<file path="src/rtl/vgm_apb_master_bridge.sv">
// Valid/ready request port to APB master bridge with a single outstanding transfer.
// Includes a response holding register and a PREADY timeout watchdog.
module vgm_apb_master_bridge #(
  parameter int unsigned TIMEOUT_CYCLES = 16,
  parameter int unsigned CNT_WIDTH      = 8
) (
  input  logic        PCLK,
  input  logic        PRESET,
  input  logic        req_valid,
  output logic        req_ready,
  input  logic [31:0] req_addr,
  input  logic        req_write,
  input  logic [31:0] req_wdata,
  output logic        rsp_valid,
  input  logic        rsp_ready,
  output logic [31:0] rsp_rdata,
  output logic        rsp_timeout,
  output logic        PSEL,
  output logic        PENABLE,
  output logic        PWRITE,
  output logic [31:0] PADDR,
  output logic [31:0] PWDATA,
  input  logic        PREADY,
  input  logic [31:0] PRDATA
);

  localparam int unsigned DW = 32;
  localparam logic [CNT_WIDTH-1:0] CNT_MAX  = {CNT_WIDTH{1'b1}};
  localparam logic [CNT_WIDTH-1:0] CNT_LAST = CNT_WIDTH'(TIMEOUT_CYCLES - 1);
  localparam bit                   WDOG_EN  = (TIMEOUT_CYCLES != 0);

  typedef enum logic [1:0] {
    IDLE   = 2'd0,
    SETUP  = 2'd1,
    ACCESS = 2'd2
  } state_e;

  state_e               state_q, state_d;
  logic                 psel_q, psel_d;
  logic                 penable_q, penable_d;
  logic                 pwrite_q, pwrite_d;
  logic [DW-1:0]        paddr_q, paddr_d;
  logic [DW-1:0]        pwdata_q, pwdata_d;
  logic [CNT_WIDTH-1:0] cnt_q, cnt_d;
  logic                 rsp_valid_q, rsp_valid_d;
  logic [DW-1:0]        rsp_rdata_q, rsp_rdata_d;
  logic                 rsp_timeout_q, rsp_timeout_d;

  logic accept;
  logic wdog_hit;

  // Accept only when idle and any held response is gone or leaving this edge.
  assign req_ready = (state_q == IDLE) && (!rsp_valid_q || rsp_ready);
  assign accept    = req_valid && req_ready;
  assign wdog_hit  = WDOG_EN && !PREADY && (cnt_q == CNT_LAST);

  always_ff @(posedge PCLK) begin
    if (PRESET) state_q <= IDLE;
    else        state_q <= state_d;
  end

  always_comb begin
    state_d = state_q;
    case (state_q)
      IDLE:    if (accept) state_d = SETUP;
      SETUP:   state_d = ACCESS;
      ACCESS:  if (PREADY || wdog_hit) state_d = IDLE;
      default: state_d = IDLE;
    endcase
  end

  always_comb begin
    psel_d        = psel_q;
    penable_d     = penable_q;
    pwrite_d      = pwrite_q;
    paddr_d       = paddr_q;
    pwdata_d      = pwdata_q;
    cnt_d         = cnt_q;
    rsp_valid_d   = rsp_valid_q;
    rsp_rdata_d   = rsp_rdata_q;
    rsp_timeout_d = rsp_timeout_q;

    if (rsp_valid_q && rsp_ready) rsp_valid_d = 1'b0;

    case (state_q)
      IDLE: begin
        if (accept) begin
          psel_d    = 1'b1;
          penable_d = 1'b0;
          pwrite_d  = req_write;
          paddr_d   = req_addr;
          pwdata_d  = req_wdata;
        end
      end
      SETUP: begin
        penable_d = 1'b1;
        cnt_d     = '0;
      end
      ACCESS: begin
        // PREADY wins over a watchdog expiry on the same edge.
        if (PREADY) begin
          psel_d        = 1'b0;
          penable_d     = 1'b0;
          rsp_valid_d   = 1'b1;
          rsp_timeout_d = 1'b0;
          rsp_rdata_d   = pwrite_q ? '0 : PRDATA;
        end else if (wdog_hit) begin
          psel_d        = 1'b0;
          penable_d     = 1'b0;
          rsp_valid_d   = 1'b1;
          rsp_timeout_d = 1'b1;
          rsp_rdata_d   = '0;
        end else if (cnt_q != CNT_MAX) begin
          cnt_d = cnt_q + CNT_WIDTH'(1);
        end
      end
      default: ;
    endcase
  end

  always_ff @(posedge PCLK) begin
    if (PRESET) begin
      psel_q        <= 1'b0;
      penable_q     <= 1'b0;
      pwrite_q      <= 1'b0;
      paddr_q       <= '0;
      pwdata_q      <= '0;
      cnt_q         <= '0;
      rsp_valid_q   <= 1'b0;
      rsp_rdata_q   <= '0;
      rsp_timeout_q <= 1'b0;
    end else begin
      psel_q        <= psel_d;
      penable_q     <= penable_d;
      pwrite_q      <= pwrite_d;
      paddr_q       <= paddr_d;
      pwdata_q      <= pwdata_d;
      cnt_q         <= cnt_d;
      rsp_valid_q   <= rsp_valid_d;
      rsp_rdata_q   <= rsp_rdata_d;
      rsp_timeout_q <= rsp_timeout_d;
    end
  end

  assign PSEL        = psel_q;
  assign PENABLE     = penable_q;
  assign PWRITE      = pwrite_q;
  assign PADDR       = paddr_q;
  assign PWDATA      = pwdata_q;
  assign rsp_valid   = rsp_valid_q;
  assign rsp_rdata   = rsp_rdata_q;
  assign rsp_timeout = rsp_timeout_q;

endmodule

</file>
<file path="config.mk">
export PLATFORM = sky130hd
export DESIGN_NAME = vgm_apb_master_bridge
export DESIGN_NICKNAME = d
export VERILOG_FILES = /design/src/rtl/vgm_apb_master_bridge.sv
export SDC_FILE = /design/constraint.sdc
export NUM_CORES = 1
export LEC_CHECK = 0
export CELL_PAD_IN_SITES_DETAIL_PLACEMENT = 0
export CELL_PAD_IN_SITES_GLOBAL_PLACEMENT = 2
export CORE_MARGIN = 1.5
export CORE_UTILIZATION = 20
export CTS_CLUSTER_SIZE = 20
export DETAILED_ROUTE_END_ITERATION = 6
export PLACE_DENSITY = 0.86
export SETUP_SLACK_MARGIN = 0.02
export SYNTH_ARGS = -nofsm -noshare
export SYNTH_HDL_FRONTEND = slang
export SYNTH_SLANG_ARGS = --single-unit
</file>
<file path="constraint.sdc">
create_clock -name PCLK -period 1.7 [get_ports PCLK]
set_input_delay 0.17 -clock PCLK [delete_from_list [all_inputs] [get_ports PCLK]]
set_output_delay 0.17 -clock PCLK [all_outputs]
set_load 0.02 [all_outputs]
</file>
==> results by group <==
Logic synthesis
  – Area of the mapped netlist: 0.00432 mm^2
  – Syn Nets: 626
  – Asr flop ratio synth: 0
  – Mapped Cells: 523
  – Synth warn: 0
  – EDFF count, synth: 0
  – Synthesized flop and latch total: 111
  – Synth Area per Inst: 8.26 um^2
  – Netlist cell types: 39
  – Synth Flop Type: dfxtp_1
  – Sequential area share after synthesis: 0.514

Detailed routing
  – DRT Pass-1 Iters: 5
  – Vias per cell: 4.38
  – Post-Route WL: 14.5 mm
  – DRC violations left: 0
  – Post-route ant nets: 0
  – First DRT Iteration DRCs: 192
  – DR vias: 4390
  – Average wire per standard cell: 14.4 um

Finish
  – Fin util: 0.337
  – Antenna fix cells: 0
  – Layout cell share with drive strength beyond 1: 0.0865
  – Nets: 826
  – Final std cells w/o fill: 1003
  – Area grow syn2layout: 64.5%

Run status
  – Status: complete, no violations

Timing
  – Clock skew: 11.1 ps
  – Tmin final: 1650 ps
  – Count of final max-slew check failures: 0
  – Final setup fails: 0
  – Slew headroom: 0.667
  – Unrepaired setup endpoints after global routing: true
  – Setup TNS: 0 ps
  – Final worst setup slack: 46.3 ps
  – Final hold violations: 0
  – Period utilisation layout: 0.973
  – FMAX: 605 MHz
  – Worst-Margin Slew: 499 ps

Worst setup path
  – FF-to-FF Start: cnt_q[0]
  – Required time of the worst setup path: 1960 ps
  – Worst EP arrival: 1910 ps
  – CP max-delay cell: a211o_4
  – Crit path max fanout: 4
  – Setup CP Type: reg -> reg
  – Worst path cell trace: ha_2, and4b_4, a211o_4, o2111a_1, a211o_1
  – Worst R2R Setup Slack: 50 ps
  – R2R depth: 5
  – Slowest stage delay, CP: 350 ps
  – Worst setup EP type: register
  – Startpoint Class: register
  – Reg-to-reg endpoint: cnt_q[5]

Global route
  – First-pass GRT wire length: 22.2 mm
  – Vias in the first global route: 4213
  – Tot GR Track Use: 0.125
  – Total grt overflow: 0
  – Largest net degree at the start of global routing: 43
  – Antenna violations before repair: 0

Clock tree
  – TritonCTS clock tree: yes
  – CTS Buffer Depth: 2
  – Post-CTS Setup Inserts: 0
  – Root buffer cell: clkbuf_16
  – Hold_buf cts: 0
  – Clk slew on worst S/H paths: 80 ps
  – Worst skew pair latency: 360 ps
  – H-Tree Level Count: 3
  – # clock sinks: 111
  – Cts bufs inserted: 9

Place
  – Placed cells: 987
  – Post-DP HPWL: 9.82 mm
  – GP Congestion: 0.775
  – Setup WS pre-CTS: 33.6 ps
  – IO Port Bufs: 203

Worst hold path
  – Hold Crit Endpoint: rsp_rdata[10]
  – Hold Path Depth: 2
  – Worst hold start: PRESET
  – HP Class: in -> reg

Floorplan
  – Width of the die: 150 um
  – Die Area: 0.0225 mm^2
  – Core Area: 0.0211 mm^2
  – Rows: 53
  – Initial Utilization: 0.205
  – Die Ht: 150 um
  – Ports: 204

Power and ir drop
  – Pwr Density: 866 mW/mm^2
  – Final Power: 0.00615 W
  – VDD IR max: 464 uV
  – LEAKAGE: 2.46 nW

Run
  – Maxcap violations: 0
area by class of cell:
| class | count | area, um^2 |
|---|---|---|
| fillers | 2244 | 14000 |
| flip-flops and latches | 111 | 2220 |
| clock buffers | 11 | 253 |
| clock inverters | 5 | 56.3 |
| inverters | 3 | 11.3 |
| repair buffers | 235 | 2300 |
| multi-input cells | 363 | 1920 |
| well taps | 275 | 344 |
through the flow:
stage                     hold WS, ps  area [um^2]
after CTS                         190         7090
after global placement            441         6780
after global routing              197         7110
final                             205         7110
after detailed placement          446         6780
after floorplan                   306         4320
registers in the layout (all words and copies together), names as in the netlist:
name         count
PWRITE           1
state_q          2
PADDR           32
rsp_valid        1
rsp_timeout      1
PWDATA          32
PENABLE          1
cnt_q            8
rsp_rdata       32
PSEL             1
cells by family (layout without fill, tap and decap cells):
group,count (synthesis),after routing,share of synthesized area
AOI/OAI and AO/OA,154,154,0.190
adders and majority gates,1,1,0.00290
buffers and inverters,49,254,0.0472
DFF,111,111,0.514
and+or+nand+nor,208,208,0.245
critical path, delay by kind of cell, from the launching register on:
kind            cells  cell delay (ps)
compound gates      3              840
flops               1              320
simple gates        1              200
fa+ha+maj           1              190
Yosys cell counts (2+ instances only):
library cell,number,area [um^2]
nand2_1,133,499
a21oi_1,104,521
inv_1,3,11.3
and4_1,3,26.3
buf_2,10,50.1
nor3_1,2,10.0
nand3_1,6,30.0
nor4_1,3,18.8
nor4bb_1,2,20.0
nor2b_1,4,25.0
or2_2,2,12.5
clkbuf_1,34,128
nand2b_1,3,18.8
nand4_1,3,18.8
o21ai_1,3,15.0
o211ai_1,4,30.0
o21ai_0,34,170
nor2_1,5,18.8
and3_1,4,25.0
dfxtp_1,111,2220
nand4b_1,32,280
layer usage:
layer / global-route usage / wire length (um) / share of wire / vias to the layer above
li1: - / - / - / 2208
met1: 0.148 / 6180 / 0.43 / 2040
met2: 0.208 / 6900 / 0.48 / 129
met3: 0.0497 / 1180 / 0.082 / 13
met4: 0.0368 / 202 / 0.014 / 0
met5: 0 / 0 / 0 / -
power by group:
group | switching, W | total, W | leakage (nW) | internal (W)
sequential | 0.0000618 | 0.00279 | 0.906 | 0.00273
combinational | 0.000562 | 0.00113 | 1.41 | 0.000568
clock | 0.00101 | 0.00224 | 0.152 | 0.00122
what timing repair did:
action | in CTS | in global routing
setup endpoints to repair | 1 | 6
cloned | 0 | 0
gates resized for setup | 1 | 5
how the worst max path moves through the flow:
| stage | startpoint | depth (start not counted) | slack [ps] | to |
|---|---|---|---|---|
| CTS | state_q[1] | 4 | 50 | req_ready |
| global route | cnt_q[0] | 5 | 4 | cnt_q[5] |
| floorplan | cnt_q[0] | 5 | 50 | cnt_q[5] |
| global placement | PREADY | 5 | 50 | cnt_q[2] |
| finish | cnt_q[0] | 5 | 50 | cnt_q[5] |
| detailed placement | PREADY | 4 | 30 | cnt_q[5] |
cell usage in the layout (no fill, tap or decap), types with 2 or more instances in the layout:
cell | netlist | routed
clkinv_2 | 0 | 2
nor4bb_1 | 2 | 2
buf_4 | 0 | 30
or2_2 | 2 | 2
nand3_2 | 0 | 2
nand2_1 | 133 | 133
nor2b_1 | 4 | 3
clkdlybuf4s50_1 | 0 | 201
o211ai_1 | 4 | 4
buf_12 | 0 | 2
clkbuf_8 | 0 | 2
nand4_1 | 3 | 3
nand3_1 | 6 | 4
and4_1 | 3 | 3
nor2_1 | 5 | 4
inv_1 | 3 | 3
and3_1 | 4 | 3
o21ai_0 | 34 | 34
clkbuf_16 | 0 | 9
nor4_1 | 3 | 3
o21ai_1 | 3 | 3
a21oi_1 | 104 | 103
dfxtp_1 | 111 | 110
nand4b_1 | 32 | 32
nand2b_1 | 3 | 3
Power figures use the tool's default switching activity.
